## config.mk

```make
export PLATFORM = sky130hd
export DESIGN_NAME = mem_req_driver
export DESIGN_NICKNAME = d
export VERILOG_FILES = /design/src/rtl/mem_drv_pkg.sv /design/src/rtl/mem_drv_covmap.sv /design/src/rtl/mem_req_driver.sv
export SDC_FILE = /design/constraint.sdc
export NUM_CORES = 1
export LEC_CHECK = 0
export ABC_AREA = 1
export BUFFER_PORTS_ARGS = -buffer_cell sky130_fd_sc_hd__buf_2
export CORE_MARGIN = 10
export CORE_UTILIZATION = 40
export CTS_BUF_LIST = sky130_fd_sc_hd__clkbuf_4
export DETAILED_ROUTE_END_ITERATION = 16
export PLACE_DENSITY = 0.57
export SLEW_MARGIN = 20
export SYNTH_ARGS = -nofsm -noshare
export SYNTH_HDL_FRONTEND = slang
export SYNTH_HIERARCHICAL = 1
export SYNTH_SLANG_ARGS = --single-unit
export TNS_END_PERCENT = 1
```

## constraint.sdc

```tcl
create_clock -name clock -period 2.1 [get_ports clock]
set_clock_uncertainty 0.1 [all_clocks]
set_input_delay 0.21 -clock clock [delete_from_list [all_inputs] [get_ports clock]]
set_output_delay 0.21 -clock clock [all_outputs]
set_load 0.01 [all_outputs]
```

## src/rtl/mem_drv_pkg.sv

```systemverilog
// Shared encodings for the memory request driver: targets, status codes, FSM states.
package mem_drv_pkg;

  typedef enum logic [1:0] {
    TGT_SDRAM = 2'd0,
    TGT_FLASH = 2'd1,
    TGT_ROM   = 2'd2,
    TGT_RSVD  = 2'd3
  } tgt_e;

  typedef enum logic [1:0] {
    ST_OK      = 2'd0,
    ST_ABORT   = 2'd1,
    ST_TIMEOUT = 2'd2,
    ST_BADTGT  = 2'd3
  } status_e;

  typedef enum logic [2:0] {
    S_IDLE     = 3'd0,
    S_WAIT_RDY = 3'd1,
    S_BEAT     = 3'd2,
    S_WAIT_RSP = 3'd3,
    S_RESP     = 3'd4
  } state_e;

  // Coverage index is {state, target, out_valid}
  localparam int COV_W = 6;

  // A beat count of zero means a full three-beat burst
  function automatic logic [1:0] norm_beats(input logic [1:0] b);
    return (b == 2'd0) ? 2'd3 : b;
  endfunction

endpackage

```

## src/rtl/mem_drv_covmap.sv

```systemverilog
// State-coverage map: one bit per index, plus a saturating count of distinct hits.
module mem_drv_covmap
  import mem_drv_pkg::*;
(
  input  logic             clock,
  input  logic             i_meta_reset,
  input  logic [COV_W-1:0] i_idx,
  output logic [COV_W-1:0] o_count
);

  logic [(1<<COV_W)-1:0] r_map;
  logic [COV_W-1:0]      r_count;

  // First visit of an index marks it and bumps the count; meta_reset wins
  always_ff @(posedge clock) begin
    if (i_meta_reset) begin
      r_map   <= '0;
      r_count <= '0;
    end else if (!r_map[i_idx]) begin
      r_map[i_idx] <= 1'b1;
      if (r_count != '1) r_count <= r_count + COV_W'(1);
    end
  end

  assign o_count = r_count;

endmodule

```

## src/rtl/mem_req_driver.sv

```systemverilog
// Serialises one command onto the SDRAM/FLASH/ROM channel, waits for the
// controller response and hands a status back upstream.
module mem_req_driver
  import mem_drv_pkg::*;
#(
  parameter int RDY_TIMEOUT = 16,
  parameter int RSP_TIMEOUT = 4,
  parameter int TO_W        = 5
) (
  input  logic       clock,
  input  logic       reset,
  input  logic       i_meta_reset,
  input  logic       i_cmd_valid,
  output logic       o_cmd_ready,
  input  logic [1:0] i_cmd_target,
  input  logic [3:0] i_cmd_data,
  input  logic [1:0] i_cmd_beats,
  output logic       o_sdram_valid,
  output logic [1:0] o_sdram_data_o,
  output logic       o_flash_valid,
  output logic [3:0] o_flash_data_o,
  output logic       o_rom_valid,
  output logic       o_rom_data_o,
  input  logic       i_sdram_ready,
  input  logic       i_flash_ready,
  input  logic       i_rom_ready,
  input  logic       i_out_valid,
  input  logic [3:0] i_out_data,
  output logic       o_rsp_valid,
  input  logic       i_rsp_ready,
  output logic [3:0] o_rsp_data,
  output logic [1:0] o_rsp_status,
  output logic [5:0] o_coverage
);

  state_e          r_state, w_nxt_state;
  tgt_e            r_tgt;
  logic [3:0]      r_data;
  logic [1:0]      r_beats;
  logic [1:0]      r_beat_cnt, w_nxt_beat;
  logic [TO_W-1:0] r_timer, w_nxt_timer;
  logic [3:0]      r_rsp_data, w_nxt_rsp_data;
  status_e         r_rsp_status, w_nxt_status;
  logic            w_latch, w_sel_ready;

  logic            w_sdram_v, w_flash_v, w_rom_v, w_rom_d;
  logic [1:0]      w_sdram_d;
  logic [3:0]      w_flash_d;
  logic [COV_W-1:0] w_cov_idx;

  // Ready of the latched target channel
  always_comb begin
    w_sel_ready = 1'b0;
    case (r_tgt)
      TGT_SDRAM: w_sel_ready = i_sdram_ready;
      TGT_FLASH: w_sel_ready = i_flash_ready;
      TGT_ROM:   w_sel_ready = i_rom_ready;
      default:   w_sel_ready = 1'b0;
    endcase
  end

  // Next-state, beat counter, timer and response selection
  always_comb begin
    w_nxt_state    = r_state;
    w_nxt_beat     = r_beat_cnt;
    w_nxt_timer    = r_timer;
    w_nxt_rsp_data = r_rsp_data;
    w_nxt_status   = r_rsp_status;
    w_latch        = 1'b0;
    case (r_state)
      S_IDLE: if (i_cmd_valid) begin
        w_latch = 1'b1;
        if (i_cmd_target == TGT_RSVD) begin
          w_nxt_state    = S_RESP;
          w_nxt_status   = ST_BADTGT;
          w_nxt_rsp_data = 4'h0;
        end else begin
          w_nxt_state = S_WAIT_RDY;
        end
      end
      S_WAIT_RDY: begin
        if (w_sel_ready) begin
          w_nxt_state = S_BEAT;
          w_nxt_beat  = 2'd0;
        end else if (r_timer == TO_W'(RDY_TIMEOUT - 1)) begin
          w_nxt_state    = S_RESP;
          w_nxt_status   = ST_TIMEOUT;
          w_nxt_rsp_data = 4'h0;
        end else begin
          w_nxt_timer = r_timer + TO_W'(1);
        end
      end
      S_BEAT: begin
        if (r_beat_cnt == r_beats - 2'd1) begin
          if (r_beats == 2'd3) begin
            w_nxt_state = S_WAIT_RSP;
          end else begin
            w_nxt_state    = S_RESP;
            w_nxt_status   = ST_ABORT;
            w_nxt_rsp_data = 4'h0;
          end
        end else begin
          w_nxt_beat = r_beat_cnt + 2'd1;
        end
      end
      S_WAIT_RSP: begin
        if (i_out_valid) begin
          w_nxt_state    = S_RESP;
          w_nxt_status   = ST_OK;
          w_nxt_rsp_data = (r_tgt == TGT_ROM) ? 4'h0 : i_out_data;
        end else if (r_timer == TO_W'(RSP_TIMEOUT - 1)) begin
          w_nxt_state    = S_RESP;
          w_nxt_status   = ST_TIMEOUT;
          w_nxt_rsp_data = 4'h0;
        end else begin
          w_nxt_timer = r_timer + TO_W'(1);
        end
      end
      S_RESP: if (i_rsp_ready) w_nxt_state = S_IDLE;
      default: w_nxt_state = S_IDLE;
    endcase
    // Every state entry starts its timer from zero
    if (w_nxt_state != r_state) w_nxt_timer = '0;
  end

  // Channel outputs for the upcoming cycle, registered below
  always_comb begin
    w_sdram_v = 1'b0;
    w_sdram_d = 2'b00;
    w_flash_v = 1'b0;
    w_flash_d = 4'h0;
    w_rom_v   = 1'b0;
    w_rom_d   = 1'b0;
    if (w_nxt_state == S_BEAT) begin
      case (r_tgt)
        TGT_SDRAM: begin
          w_sdram_v = 1'b1;
          case (w_nxt_beat)
            2'd0:    w_sdram_d = r_data[1:0];
            2'd1:    w_sdram_d = r_data[3:2];
            default: w_sdram_d = 2'b00;
          endcase
        end
        TGT_FLASH: begin
          w_flash_v = 1'b1;
          w_flash_d = r_data;
        end
        TGT_ROM: begin
          w_rom_v = 1'b1;
          w_rom_d = r_data[w_nxt_beat];
        end
        default: ;
      endcase
    end
  end

  // FSM and command/response registers
  always_ff @(posedge clock) begin
    if (reset) begin
      r_state      <= S_IDLE;
      r_tgt        <= TGT_SDRAM;
      r_data       <= 4'h0;
      r_beats      <= 2'd0;
      r_beat_cnt   <= 2'd0;
      r_timer      <= '0;
      r_rsp_data   <= 4'h0;
      r_rsp_status <= ST_OK;
    end else begin
      r_state      <= w_nxt_state;
      r_beat_cnt   <= w_nxt_beat;
      r_timer      <= w_nxt_timer;
      r_rsp_data   <= w_nxt_rsp_data;
      r_rsp_status <= w_nxt_status;
      if (w_latch) begin
        r_tgt   <= tgt_e'(i_cmd_target);
        r_data  <= i_cmd_data;
        r_beats <= norm_beats(i_cmd_beats);
      end
    end
  end

  // Registered channel valids and data
  always_ff @(posedge clock) begin
    if (reset) begin
      o_sdram_valid  <= 1'b0;
      o_sdram_data_o <= 2'b00;
      o_flash_valid  <= 1'b0;
      o_flash_data_o <= 4'h0;
      o_rom_valid    <= 1'b0;
      o_rom_data_o   <= 1'b0;
    end else begin
      o_sdram_valid  <= w_sdram_v;
      o_sdram_data_o <= w_sdram_d;
      o_flash_valid  <= w_flash_v;
      o_flash_data_o <= w_flash_d;
      o_rom_valid    <= w_rom_v;
      o_rom_data_o   <= w_rom_d;
    end
  end

  assign o_cmd_ready  = (r_state == S_IDLE);
  assign o_rsp_valid  = (r_state == S_RESP);
  assign o_rsp_data   = r_rsp_data;
  assign o_rsp_status = r_rsp_status;

  assign w_cov_idx = {r_state, r_tgt, i_out_valid};

  mem_drv_covmap u_covmap (
    .clock        (clock),
    .i_meta_reset (i_meta_reset),
    .i_idx        (w_cov_idx),
    .o_count      (o_coverage)
  );

endmodule

```

Yosys cells after proc, flatten, opt, wreduce, memory -nomap -nowiden
Cells that the tools add are included.
{"block": "totals", "out_inout_bits": 24, "regBits": 104}
{"block": "op_classes", "bitwise": 6, "n_reduce_logical": 15, "muxes": 51, "order_cmp": 3, "add_sub_neg": 4, "eq_ne": 25}
{"cell": "$or A64 B64 Y64", "n": 1}
{"cell": "$mux W4", "n": 9}
{"cell": "$mux W3", "n": 9}
{"cell": "$mux W2", "n": 11}
{"cell": "$mux W5", "n": 4}
{"cell": "$ne A2 B2 Y1 const B", "n": 8}
{"cell": "$pmux W4 S4", "n": 1}
{"cell": "$pmux W3 S5", "n": 1}
{"cell": "$pmux W5 S2", "n": 1}
{"cell": "$eq A3 B2 Y1 const B", "n": 3}
{"cell": "$reduce_or A3 Y1", "n": 3}
{"cell": "$mux W1", "n": 8}
{"cell": "$pmux W2 S2", "n": 2}
{"cell": "$pmux W2 S4", "n": 1}
{"cell": "$reduce_and A8 Y1", "n": 1}
{"cell": "$lt A6 B7 Y1 const B", "n": 1}
{"cell": "$add A6 B1 Y6 const B", "n": 1}
{"cell": "$bmux W1 S6", "n": 1}
{"cell": "$demux W1 S6", "n": 1}
{"cell": "$eq A2 B2 Y1 const B", "n": 3}
{"cell": "$ge A6 B1 Y1 const B", "n": 1}
{"cell": "$logic_not A2 Y1", "n": 3}
{"cell": "$ne A6 B6 Y1 const B", "n": 1}
{"cell": "$add A5 B1 Y5 const B", "n": 1}
{"cell": "other kinds (22)", "n": 28}

Logic depth before layout (Yosys ltp)
Gate-level depths: netlist of the first run.
{"block": "depth", "word_depth": 7, "ltp_mapped": 15, "depth_no_buf": 14}

Cells and area by module
Netlist of the first run, hierarchy kept.
{"mod": "mem_drv_covmap", "cells_each": 454, "seq_area_each_um2": 1401.3, "n_inst": 1, "area_per_inst_um2": 3224.3}
{"mod": "mem_req_driver", "cells_each": 237, "seq_area_each_um2": 680.7, "n_inst": 1, "area_per_inst_um2": 1705.4}

Worst setup path after synthesis of the first run
OpenSTA, ideal clock, no wires.
{"block": "synth_timing", "path_type": "register -> register", "start": "register r_state[0]", "end": "register u_covmap.r_count[0] (netlist: u_covmap/o_count[0])", "setup_time_ns": 0.113, "stages_incl_launch_ff": 11, "t_arrival_ns": 1.580, "required_ns": 1.887, "path_slack_ns": 0.307, "cell_sequence": "dfxtp_1 > buf_2 > inv_1 > nor3_2 > o21ai_1 > nand2_1 > nor2_4 > nand3_4 > nand2_1 > nand2_1 > nor2_1"}
{"block": "synth_between", "elab_chain_len": 4}
{"item": "start: declaration", "line_no": "mem_req_driver.sv:36", "text": "state_e r_state, w_nxt_state;"}
{"item": "start signal: assignment", "line_no": "mem_req_driver.sv:169", "text": "r_state <= w_nxt_state;"}
{"item": "$bmux W1 S6", "line_no": "mem_drv_covmap.sv:19", "text": "end else if (!r_map[i_idx]) begin"}
{"item": "$mux W1 (not written as such)", "line_no": "mem_drv_covmap.sv:19"}
{"item": "$not A1 Y1 (no source line)"}
{"item": "$reduce_and A2 Y1 (no source line)"}
{"item": "end signal: assignment", "line_no": "mem_drv_covmap.sv:21", "text": "if (r_count != '1) r_count <= r_count + COV_W'(1);"}
{"item": "end: declaration", "line_no": "mem_drv_covmap.sv:12", "text": "logic [COV_W-1:0] r_count;"}
No other way between the ends. The select of a mux whose other input is x is not followed.
A chain may end at the register's enable or synchronous reset.

Final worst setup path of the first run
{"block": "layout_timing", "start": "register r_beats[0]", "end": "register o_rom_data_o"}
{"block": "layout_between", "elab_chain_len": 7, "elab_cells_between_ends": 13, "cone_classes": "add/sub: 1; eq/ne: 3; mux: 7; bitwise: 1; reduce/logical: 1"}
{"item": "start: declaration", "line_no": "mem_req_driver.sv:39", "text": "logic [1:0] r_beats;"}
{"item": "start signal: assignment", "line_no": "mem_req_driver.sv:177", "text": "r_beats <= norm_beats(i_cmd_beats);"}
{"item": "$sub A2 B1 Y2 / $eq A2 B2 Y1 (equally long branches)", "line_no": "mem_req_driver.sv:94, mem_req_driver.sv:95"}
{"item": "$eq A2 B2 Y1 / $mux W3 (equally long branches)", "line_no": "mem_req_driver.sv:94, mem_req_driver.sv:95"}
{"item": "$mux W3", "line_no": "mem_req_driver.sv:94", "text": "if (r_beat_cnt == r_beats - 2'd1) begin"}
{"item": "$pmux W3 S5", "line_no": "mem_req_driver.sv:70", "text": "case (r_state)"}
{"item": "$eq A3 B2 Y1", "line_no": "mem_req_driver.sv:134", "text": "if (w_nxt_state == S_BEAT) begin"}
{"item": "$not A1 Y1 (no source line)"}
{"item": "$reduce_or A3 Y1 (no source line)"}
{"item": "end signal: assignment", "line_no": "mem_req_driver.sv:197", "text": "o_rom_data_o <= w_rom_d;"}
{"item": "end: declaration", "line_no": "mem_req_driver.sv:23", "text": "output logic o_rom_data_o,"}
Several ways; a longest one is shown, not always the timed one. The select of a mux whose other input is x is not followed.

==> results of run 1 <==
==> layer usage <==
layer | GRT usage (%) | part of all wire (%)
met1 | 17.9 | 47
met2 | 24.4 | 47
met3 | 4.39 | 4.7
met4 | 4.51 | 1.6
met5 | 0 | 0
==> critical path: stages, from the launching register on <==
cell,delay (ns)
dfxtp_1,0.45
ha_1,0.30
xnor2_1,0.17
nor2_2,0.21
nand2_1,0.11
a21oi_2,0.28
nor2_4,0.09
nand3_1,0.09
a21oi_1,0.05
==> sequential cells by signal, indices dropped and copies added, names as in the netlist, 3 cells and up <==
signal,flops
r_data,4
o_rsp_data,4
u_covmap/r_map,64
r_timer,5
o_flash_data_o,4
r_state,3
u_covmap/o_count,6
==> path summary, 6_finish.rpt <==
path	from	to	slack (ns)	cells after the start
min	i_cmd_valid	r_beats[1]	0.02	5
max reg2reg	r_beats[0]	o_rom_data_o	0.16	8
max	r_beats[0]	o_rom_data_o	0.16	8
min reg2reg	u_covmap/r_map[28]	u_covmap/r_map[28]	0.37	2
==> stage by stage <==
stage	utilization [%]	area (sq um)	worst slack [ns]	hold WS, ns	std cells
final	47.1	5690	0.161	0.0237	935
after global routing	47.1	5690	-0.0143	0.0195	935
after CTS	46.9	5660	0.0670	0.00140	935
after detailed placement	44.8	5410	0.0860	0.325	906
after global placement	44.8	5410	0.104	0.317	906
after floorplan	-	4930	0.307	0.179	691
==> what timing repair did <==
item,4_1_cts,5_1_grt
endpoints found under the hold margin,18,0
endpoints found under the setup margin,0,29
hold buffers,14,0
resized for setup,0,10
==> power by group through the flow <==
| stage | registers [uW] | clock network [uW] | logic (uW) |
|---|---|---|---|
| detailed placement | 2170 | 0 | 753 |
| global placement | 2160 | 0 | 742 |
| finish | 2130 | 908 | 786 |
| CTS | 2120 | 951 | 776 |
| global route | 2140 | 1030 | 881 |
| floorplan | 2150 | 0 | 539 |
==> cells in the mapped netlist, types with 4 or more instances <==
cell type / count
nand2_1: 203
dfxtp_1: 104
a21oi_1: 84
inv_1: 74
nor2_1: 72
nand3_1: 29
nor3_2: 10
o21ai_0: 10
clkbuf_1: 8
nand2_2: 8
o211ai_1: 8
o21ai_1: 8
xor2_1: 7
nand4_1: 6
nor2_4: 5
buf_4: 4
buf_6: 4
ha_1: 4
nor2_2: 4
nor3_1: 4
==> logic make-up (layout without fill, tap and decap cells) <==
family	Yosys count	after routing	synth area share (%)
fa+ha+maj	4	4	1.02
flops	104	104	42.2
simple gates	351	351	32.1
xor+xnor	10	10	1.78
buf+inv	103	179	9.80
compound gates	119	119	13.1
==> layout make-up <==
class                   count  area [sq um]  area share (%)
well taps                 168           210            3.70
multi-input cells         484          2390            42.0
repair buffers             85           588            10.3
clock buffers              10          75.1            1.32
inverters                  79           304            5.35
flip-flops and latches    104          2090            36.8
clock inverters             5          32.5           0.572
==> cells in the final DEF, fill, tap and decap left out, types with 10 or more instances in the layout <==
cell type      count
nand2_1          203
dfxtp_1           99
a21oi_1           84
inv_1             74
nor2_1            71
buf_2             44
nand3_1           29
buf_4             25
dlygate4sd3_1     14
o21ai_0           10
nor3_2            10
clkbuf_4          10
==> impl_metrics.env, run 1 <==
export IMPL_insertedDiodeCount=0
export IMPL_overflow=0
export IMPL_irDropWorstVdd_uv=382
export IMPL_max_cap_violations=0
export IMPL_switching_share_pct=32.4
export IMPL_antenna_left=0
export IMPL_arrival_ns=2.22
export IMPL_io_buffers=44
export IMPL_leakagePower_uw=0.00249
export IMPL_drc=0
export IMPL_p_int_uw=2580
export IMPL_dieArea_sq_um=17200
export IMPL_syn_inst=691
export IMPL_grt_use_total_pct=14.7
export IMPL_drive_above_1_share_pct=17.6
export IMPL_grt_max_degree=70
export IMPL_power_frac_clock_pct=23.8
export IMPL_die_width_um=131
export IMPL_cts_clk_slew_worst_paths_ns=0.16
export IMPL_setup_viol=0
export IMPL_worst_setup_path_end_kind="flop"
export IMPL_syn_area_per_cell_sq_um=7.13
export IMPL_via_count=4476
export IMPL_ys_seq_elements=104
export IMPL_synthFlopType="dfxtp_1"
export IMPL_antenna_found_initial=0
export IMPL_worstHoldPathType="input pin to flop"
export IMPL_critPathLaunchType="flop"
export IMPL_grt_pass1_vias=4337
export IMPL_fill_cells=1250
export IMPL_boundaryPins=45
export IMPL_p_switching_uw=1240
export IMPL_seqPwrFrac_pct=55.7
export IMPL_synth_cell_types=40
export IMPL_fin_crit_sh_pct=92.3
export IMPL_wirelength_um=11900
export IMPL_ys_seq_area_share_pct=42.2
export IMPL_dpl_hpwl_um=8620
export IMPL_synth_top_area_share_pct=42.2
export IMPL_routed_via_density=4.79
export IMPL_power_uw=3820
export IMPL_synth_nets=716
export IMPL_synth_top_cell_by_area="dfxtp_1"
export IMPL_wl_per_cell_um=12.7
export IMPL_status="finished, final reports clean"
export IMPL_area_growth_pct=15.4
export IMPL_drt_iter0_drc=235
export IMPL_core_area_sq_um=12100
export IMPL_worstSkewPairLatency_ns=0.47
export IMPL_cts_root_buf="clkbuf_4"
export IMPL_synth_area_leaders="dfxtp_1 42%, nand2_1 15%, a21oi_1 8.5%"
export IMPL_synth_area_sq_um=4930
export IMPL_finalHoldViolations=0
export IMPL_grt_pass1_wl_um=20500
export IMPL_cts_htree_levels=3
export IMPL_cts_tree="done"
export IMPL_cp_required_ns=2.38
export IMPL_crit_type="flop to flop"
export IMPL_cts_setup_buffers=0
export IMPL_synth_yosys_warnings=6
export IMPL_final_max_slew_viol_count=0
export IMPL_cts_sinks=104
export IMPL_tns_ns=0
export IMPL_fin_nets=788
export IMPL_p_per_area_nw_per_um2=672
export IMPL_synthArstFlopShare_pct=0
export IMPL_fmax_ghz=0.516
export IMPL_share_comb_of_total_power_pct=20.6
export IMPL_critPathMaxFanout=5
export IMPL_cts_buffers=9
export IMPL_gp_congestion=0.896
export IMPL_worst_slew_pin_slew_ns=0.494
export IMPL_die_height_um=131
export IMPL_start_util_pct=40.9
export IMPL_relSlewSlack_pct=67.0
export IMPL_synth_edf_count=0
export IMPL_rows=40
export IMPL_dr_pass1_iters=5
export IMPL_finalCriticalPeriod_ns=1.94
export IMPL_cts_buffer_depth=2
Power figures use the tool's default switching activity.
==> run 2: changes to the inputs <==
--- a/config.mk
+++ b/config.mk
@@ -8,10 +8,10 @@
 export ABC_AREA = 1
 export BUFFER_PORTS_ARGS = -buffer_cell sky130_fd_sc_hd__buf_2
 export CORE_MARGIN = 10
-export CORE_UTILIZATION = 40
+export CORE_UTILIZATION = 44
 export CTS_BUF_LIST = sky130_fd_sc_hd__clkbuf_4
 export DETAILED_ROUTE_END_ITERATION = 16
-export PLACE_DENSITY = 0.57
+export PLACE_DENSITY = 0.62
 export SLEW_MARGIN = 20
 export SYNTH_ARGS = -nofsm -noshare
 export SYNTH_HDL_FRONTEND = slang
==> run 2 against run 1 <==
Net effect: first-iteration DRC count rose by 17%; wire length shrank 1.8%; clock-buffer cell count decreased by 1; die area is 7.7% lower; setup slack worse by 0.035 ns; sequential power about the same; final cell count down 2.8%; largest cell class unchanged.
==> impl_metrics.env, run 2 (same netlist as run 1, synthesis figures left out) <==
export IMPL_status="finished, final reports clean"
export IMPL_most_common_layout_cells="203 x nand2_1, 100 x dfxtp_1, 84 x a21oi_1, 74 x inv_1, 72 x nor2_1"
export IMPL_crit_buf_inv=1
export IMPL_drc=0
export IMPL_cts_htree_levels=3
export IMPL_grt_use_total_pct=14.7
export IMPL_irDropWorstVdd_uv=352
export IMPL_relSlewSlack_pct=67.5
export IMPL_dr_pass1_iters=5
export IMPL_setup_viol=0
export IMPL_die_width_um=126
export IMPL_layout_commonest_cell="nand2_1"
export IMPL_max_stage_delay_ns=0.38
export IMPL_reg2reg_slack_ns=0.13
export IMPL_finalCriticalPeriod_ns=1.97
export IMPL_start_util_pct=45.3
export IMPL_core_area_sq_um=10900
export IMPL_crit_family="simple AND/OR/NAND/NOR gates"
export IMPL_fin_crit_sh_pct=94.0
export IMPL_cp_required_ns=2.40
export IMPL_area_growth_pct=15.6
export IMPL_antenna_found_initial=0
export IMPL_cts_buffer_depth=2
export IMPL_critPathMaxFanout=5
export IMPL_critPathMostFrequentCell="nor2_1"
export IMPL_dpl_hpwl_um=8550
export IMPL_grt_max_degree=37
export IMPL_largest_register_ffs=64
export IMPL_grt_pass1_wl_um=20000
export IMPL_gp_congestion=0.873
export IMPL_die_height_um=126
export IMPL_wirelength_um=11700
export IMPL_worst_slew_pin_slew_ns=0.487
export IMPL_max_flop_register="u_covmap/r_map"
export IMPL_via_count=4481
export IMPL_worst_setup_path_end_kind="flop"
export IMPL_fill_cells=1068
export IMPL_cts_tree="done"
export IMPL_cts_root_buf="clkbuf_4"
export IMPL_worstHoldPathType="input pin to flop"
export IMPL_insertedDiodeCount=0
export IMPL_path_cells="ha_1, nand2_1, nor2_1, ha_1, inv_1, nand2_2, nor2_1, nor2_2, nand2_2, nor2_4, nand4_2, nor2_1"
export IMPL_cts_setup_buffers=0
export IMPL_worstSkewPairLatency_ns=0.45
export IMPL_dieArea_sq_um=15800
export IMPL_rsz0062_at_grt="yes"
export IMPL_routed_via_density=4.93
export IMPL_io_buffers=44
export IMPL_crit_type="flop to flop"
export IMPL_final_max_slew_viol_count=0
export IMPL_drive_above_1_share_pct=17.4
export IMPL_grt_pass1_vias=4351
export IMPL_power_uw=3990
export IMPL_finalHoldViolations=0
export IMPL_timing_hold_ws_ns=0.0504
export IMPL_cts_clk_slew_worst_paths_ns=0.17
export IMPL_overflow=0
export IMPL_fin_nets=789
export IMPL_drt_iter0_drc=275
export IMPL_leakagePower_uw=0.00252
export IMPL_cts_sinks=104
export IMPL_critPathSlowestCell="dfxtp_2"
export IMPL_p_per_area_nw_per_um2=701
export IMPL_placed_cells=879
export IMPL_rows=38
export IMPL_wl_per_cell_um=12.8
export IMPL_stdcell_count=909
export IMPL_antenna_left=0
export IMPL_critPathLaunchType="flop"
export IMPL_boundaryPins=45
export IMPL_fmax_ghz=0.507
export IMPL_max_cap_violations=0
export IMPL_cts_buffers=9
export IMPL_arrival_ns=2.27
-- run 2: through the flow --
step | util [%] | setup WS, ns | area, sq um | TNS, ns
2_1_floorplan | - | 0.307 | 4930 | 0
3_3_place_gp | 49.4 | 0.130 | 5380 | 0
3_5_place_dp | 49.4 | 0.0961 | 5380 | 0
4_1_cts | 52.2 | 0.0828 | 5680 | 0
5_1_grt | 52.3 | -0.0133 | 5700 | -0.0323
6_report | 52.3 | 0.126 | 5700 | 0
-- run 2: timing repair --
| item | CTS | global route |
|---|---|---|
| setup endpoints to repair | 0 | 23 |
| hold buffers | 14 | 0 |
| hold endpoints to repair | 15 | 0 |
| gates resized for setup | 0 | 6 |
-- run 2: cell type report --
class                   instances  area (sq um)  share of cell area (%)
multi-input cells             484          2380                    41.8
flip-flops and latches        104          2090                    36.6
repair buffers                 86           596                    10.5
inverters                      79           304                    5.33
well taps                     140           175                    3.07
clock inverters                 7          90.1                    1.58
clock buffers                   9          67.6                    1.19
-- run 2: final timing paths --
| path | startpoint | depth (start not counted) | end |
|---|---|---|---|
| worst max register to register | r_timer[0] | 12 | o_flash_data_o[1] |
| worst max-delay path | r_timer[0] | 12 | o_flash_data_o[1] |
| worst min-delay path | i_cmd_valid | 5 | r_beats[1] |
| worst min register to register | u_covmap/r_map[8] | 2 | u_covmap/r_map[8] |
-- run 2: worst register-to-register path, stage by stage, from the launching register on --
cell and delay, ns:
dfxtp_2 0.38, ha_1 0.21, nand2_1 0.07, nor2_1 0.10, ha_1 0.19, inv_1 0.06, nand2_2 0.11, nor2_1 0.07
nor2_2 0.14, nand2_2 0.09, nor2_4 0.13, nand4_2 0.16, nor2_1 0.13
-- run 2: per-layer routing --
layer	vias up	global-route usage, %	routed length, um
li1	2343	-	-
met1	2058	17.9	5350
met2	75	25.2	5710
met3	5	3.65	525
met4	0	3.42	76
met5	-	0	0
-- run 2: power by group --
part	switching, uW	internal, uW
sequential	69.6	2050
clock	703	389
combinational	499	284
==> run 3: changes to the inputs <==
--- a/config.mk
+++ b/config.mk
@@ -11,7 +11,7 @@
 export CORE_UTILIZATION = 44
 export CTS_BUF_LIST = sky130_fd_sc_hd__clkbuf_4
 export DETAILED_ROUTE_END_ITERATION = 16
-export PLACE_DENSITY = 0.62
+export PLACE_DENSITY = 0.64
 export SLEW_MARGIN = 20
 export SYNTH_ARGS = -nofsm -noshare
 export SYNTH_HDL_FRONTEND = slang
==> constraint.sdc (replaced) <==
create_clock -name clock -period 1.6 [get_ports clock]
set_clock_uncertainty 0.1 [all_clocks]
set_input_delay 0.16 -clock clock [delete_from_list [all_inputs] [get_ports clock]]
set_output_delay 0.16 -clock clock [all_outputs]
set_load 0.01 [all_outputs]
==> run 3 against run 2 <==
Net effect: the run now ends with setup timing left; sequential share of layout area decreased by 3.0 points; maximum frequency increased by 8.0%; clock power grew 21%; flip-flop and latch count stayed put; clock-buffer cell count is the same; first-iteration DRC count rose by 43%; combinational power rose by 67%; register-to-register slack worse by 0.35 ns; global-route usage increased by 1.3 points; critical path depth did not move; hold slack lost 0.0030 ns; setup slack worse by 0.35 ns; largest power group unchanged; highest routed layer unchanged.
==> impl_metrics.env, run 3 (same netlist as run 1, synthesis figures left out) <==
export IMPL_insertedDiodeCount=0
export IMPL_finalHoldViolations=0
export IMPL_rsz0062_at_grt="yes"
export IMPL_grt_use_total_pct=15.9
export IMPL_dpl_hpwl_um=9540
export IMPL_critPathLaunchType="flop"
export IMPL_critPathMaxFanout=5
export IMPL_crit_type="flop to flop"
export IMPL_fin_nets=836
export IMPL_placed_cells=923
export IMPL_cp_required_ns=1.95
export IMPL_area_growth_pct=27.1
export IMPL_routed_via_density=4.99
export IMPL_boundaryPins=45
export IMPL_place_ws_ns=-0.299
export IMPL_most_common_layout_cells="198 x nand2_1, 95 x dfxtp_1, 82 x a21oi_1, 71 x buf_4, 68 x inv_1"
export IMPL_relSlewSlack_pct=75.3
export IMPL_tns_ns=-4.65
export IMPL_post_route_worst_setup_slack_ns=-0.228
export IMPL_stdcell_count=956
export IMPL_wl_per_cell_um=13.4
export IMPL_worst_slew_pin_slew_ns=0.370
export IMPL_p_per_area_nw_per_um2=865
export IMPL_die_height_um=126
export IMPL_cts_sinks=104
export IMPL_cts_htree_levels=3
export IMPL_power_uw=5420
export IMPL_layout_commonest_cell="nand2_1"
export IMPL_largest_register_ffs=64
export IMPL_failed_checks="setup timing"
export IMPL_timing_hold_ws_ns=0.0474
export IMPL_ff_latch_area_sq_um=2110
export IMPL_max_cap_violations=0
export IMPL_fill_cells=1004
export IMPL_worstHoldPathType="input pin to flop"
export IMPL_drive_above_1_share_pct=27.1
export IMPL_io_buffers=44
export IMPL_drt_iter0_drc=393
export IMPL_multi_input_area_sq_um=2580
export IMPL_arrival_ns=2.17
export IMPL_die_width_um=126
export IMPL_drc=0
export IMPL_status="finished with violations"
export IMPL_via_count=4773
export IMPL_leakagePower_uw=0.00276
export IMPL_start_util_pct=45.3
export IMPL_dr_pass1_iters=5
export IMPL_cts_buffers=9
export IMPL_cts_root_buf="clkbuf_4"
export IMPL_irDropWorstVdd_uv=614
export IMPL_grt_pass1_wl_um=21500
export IMPL_grt_max_degree=44
export IMPL_wirelength_um=12800
export IMPL_gp_congestion=0.905
export IMPL_setup_viol=31
export IMPL_finalCriticalPeriod_ns=1.83
export IMPL_overflow=0
export IMPL_final_max_slew_viol_count=0
export IMPL_cts_buffer_depth=2
export IMPL_cts_tree="done"
export IMPL_fin_crit_sh_pct=114
export IMPL_antenna_found_initial=0
export IMPL_grt_pass1_vias=4545
export IMPL_cts_clk_slew_worst_paths_ns=0.17
export IMPL_worst_setup_path_end_kind="flop"
export IMPL_worstSkewPairLatency_ns=0.49
export IMPL_core_area_sq_um=10900
export IMPL_fmax_ghz=0.547
export IMPL_dieArea_sq_um=15800
export IMPL_max_flop_register="u_covmap/r_map"
export IMPL_rows=38
export IMPL_antenna_left=0
run 3: path summary, 6_finish.rpt:
path                            cells after the start         startpoint  slack, ns                end
worst max-delay path                               12         r_timer[1]      -0.23  o_flash_data_o[3]
worst min register to register                      2  u_covmap/r_map[8]       0.37  u_covmap/r_map[8]
worst min-delay path                                5        i_cmd_valid       0.05         r_beats[0]
worst max register to register                     12         r_timer[1]      -0.23  o_flash_data_o[3]
run 3: layer usage:
| layer | track usage, % | part of all wire, % | wire length [um] |
|---|---|---|---|
| met1 | 19.6 | 46 | 5840 |
| met4 | 6.56 | 1.6 | 208 |
| met2 | 26.4 | 48 | 6100 |
| met5 | 0 | 0 | 0 |
| met3 | 3.48 | 5.2 | 667 |
run 3: layout make-up:
class	instances	share of cell area, %
clock buffer	9	1.08
clock inverter	7	0.998
timing repair buffer	133	15.3
sequential	104	33.6
inverter	79	5.11
tap	140	2.79
multi-input combinational	484	41.2
run 3: what timing repair did:
item,in CTS,in global routing
pin swaps,5,17
hold buffers,14,0
endpoints found under the setup margin,71,58
buffers inserted,0,3
endpoints found under the hold margin,25,0
gates resized for setup,12,41
run 3: through the flow:
stage / instance area, sq um / util [%]
floorplan: 5020 / -
global placement: 5790 / 53.2
detailed placement: 5790 / 53.2
CTS: 6090 / 56.0
global route: 6270 / 57.6
finish: 6270 / 57.6
run 3: critical path, stage by stage, from the launching register on:
cell	delay, ns
dfxtp_2	0.39
ha_4	0.14
nand2_2	0.04
nor2_2	0.10
ha_2	0.20
inv_2	0.05
nand2_4	0.08
nor2_4	0.04
nor2_4	0.10
nand2_4	0.07
nor2_4	0.17
nand4_4	0.16
nor2_2	0.14
run 3: where the power goes:
group | internal, uW | total [uW] | switching [uW]
Clock | 356 | 1320 | 966
Sequential | 2690 | 2790 | 101
Combinational | 539 | 1310 | 766
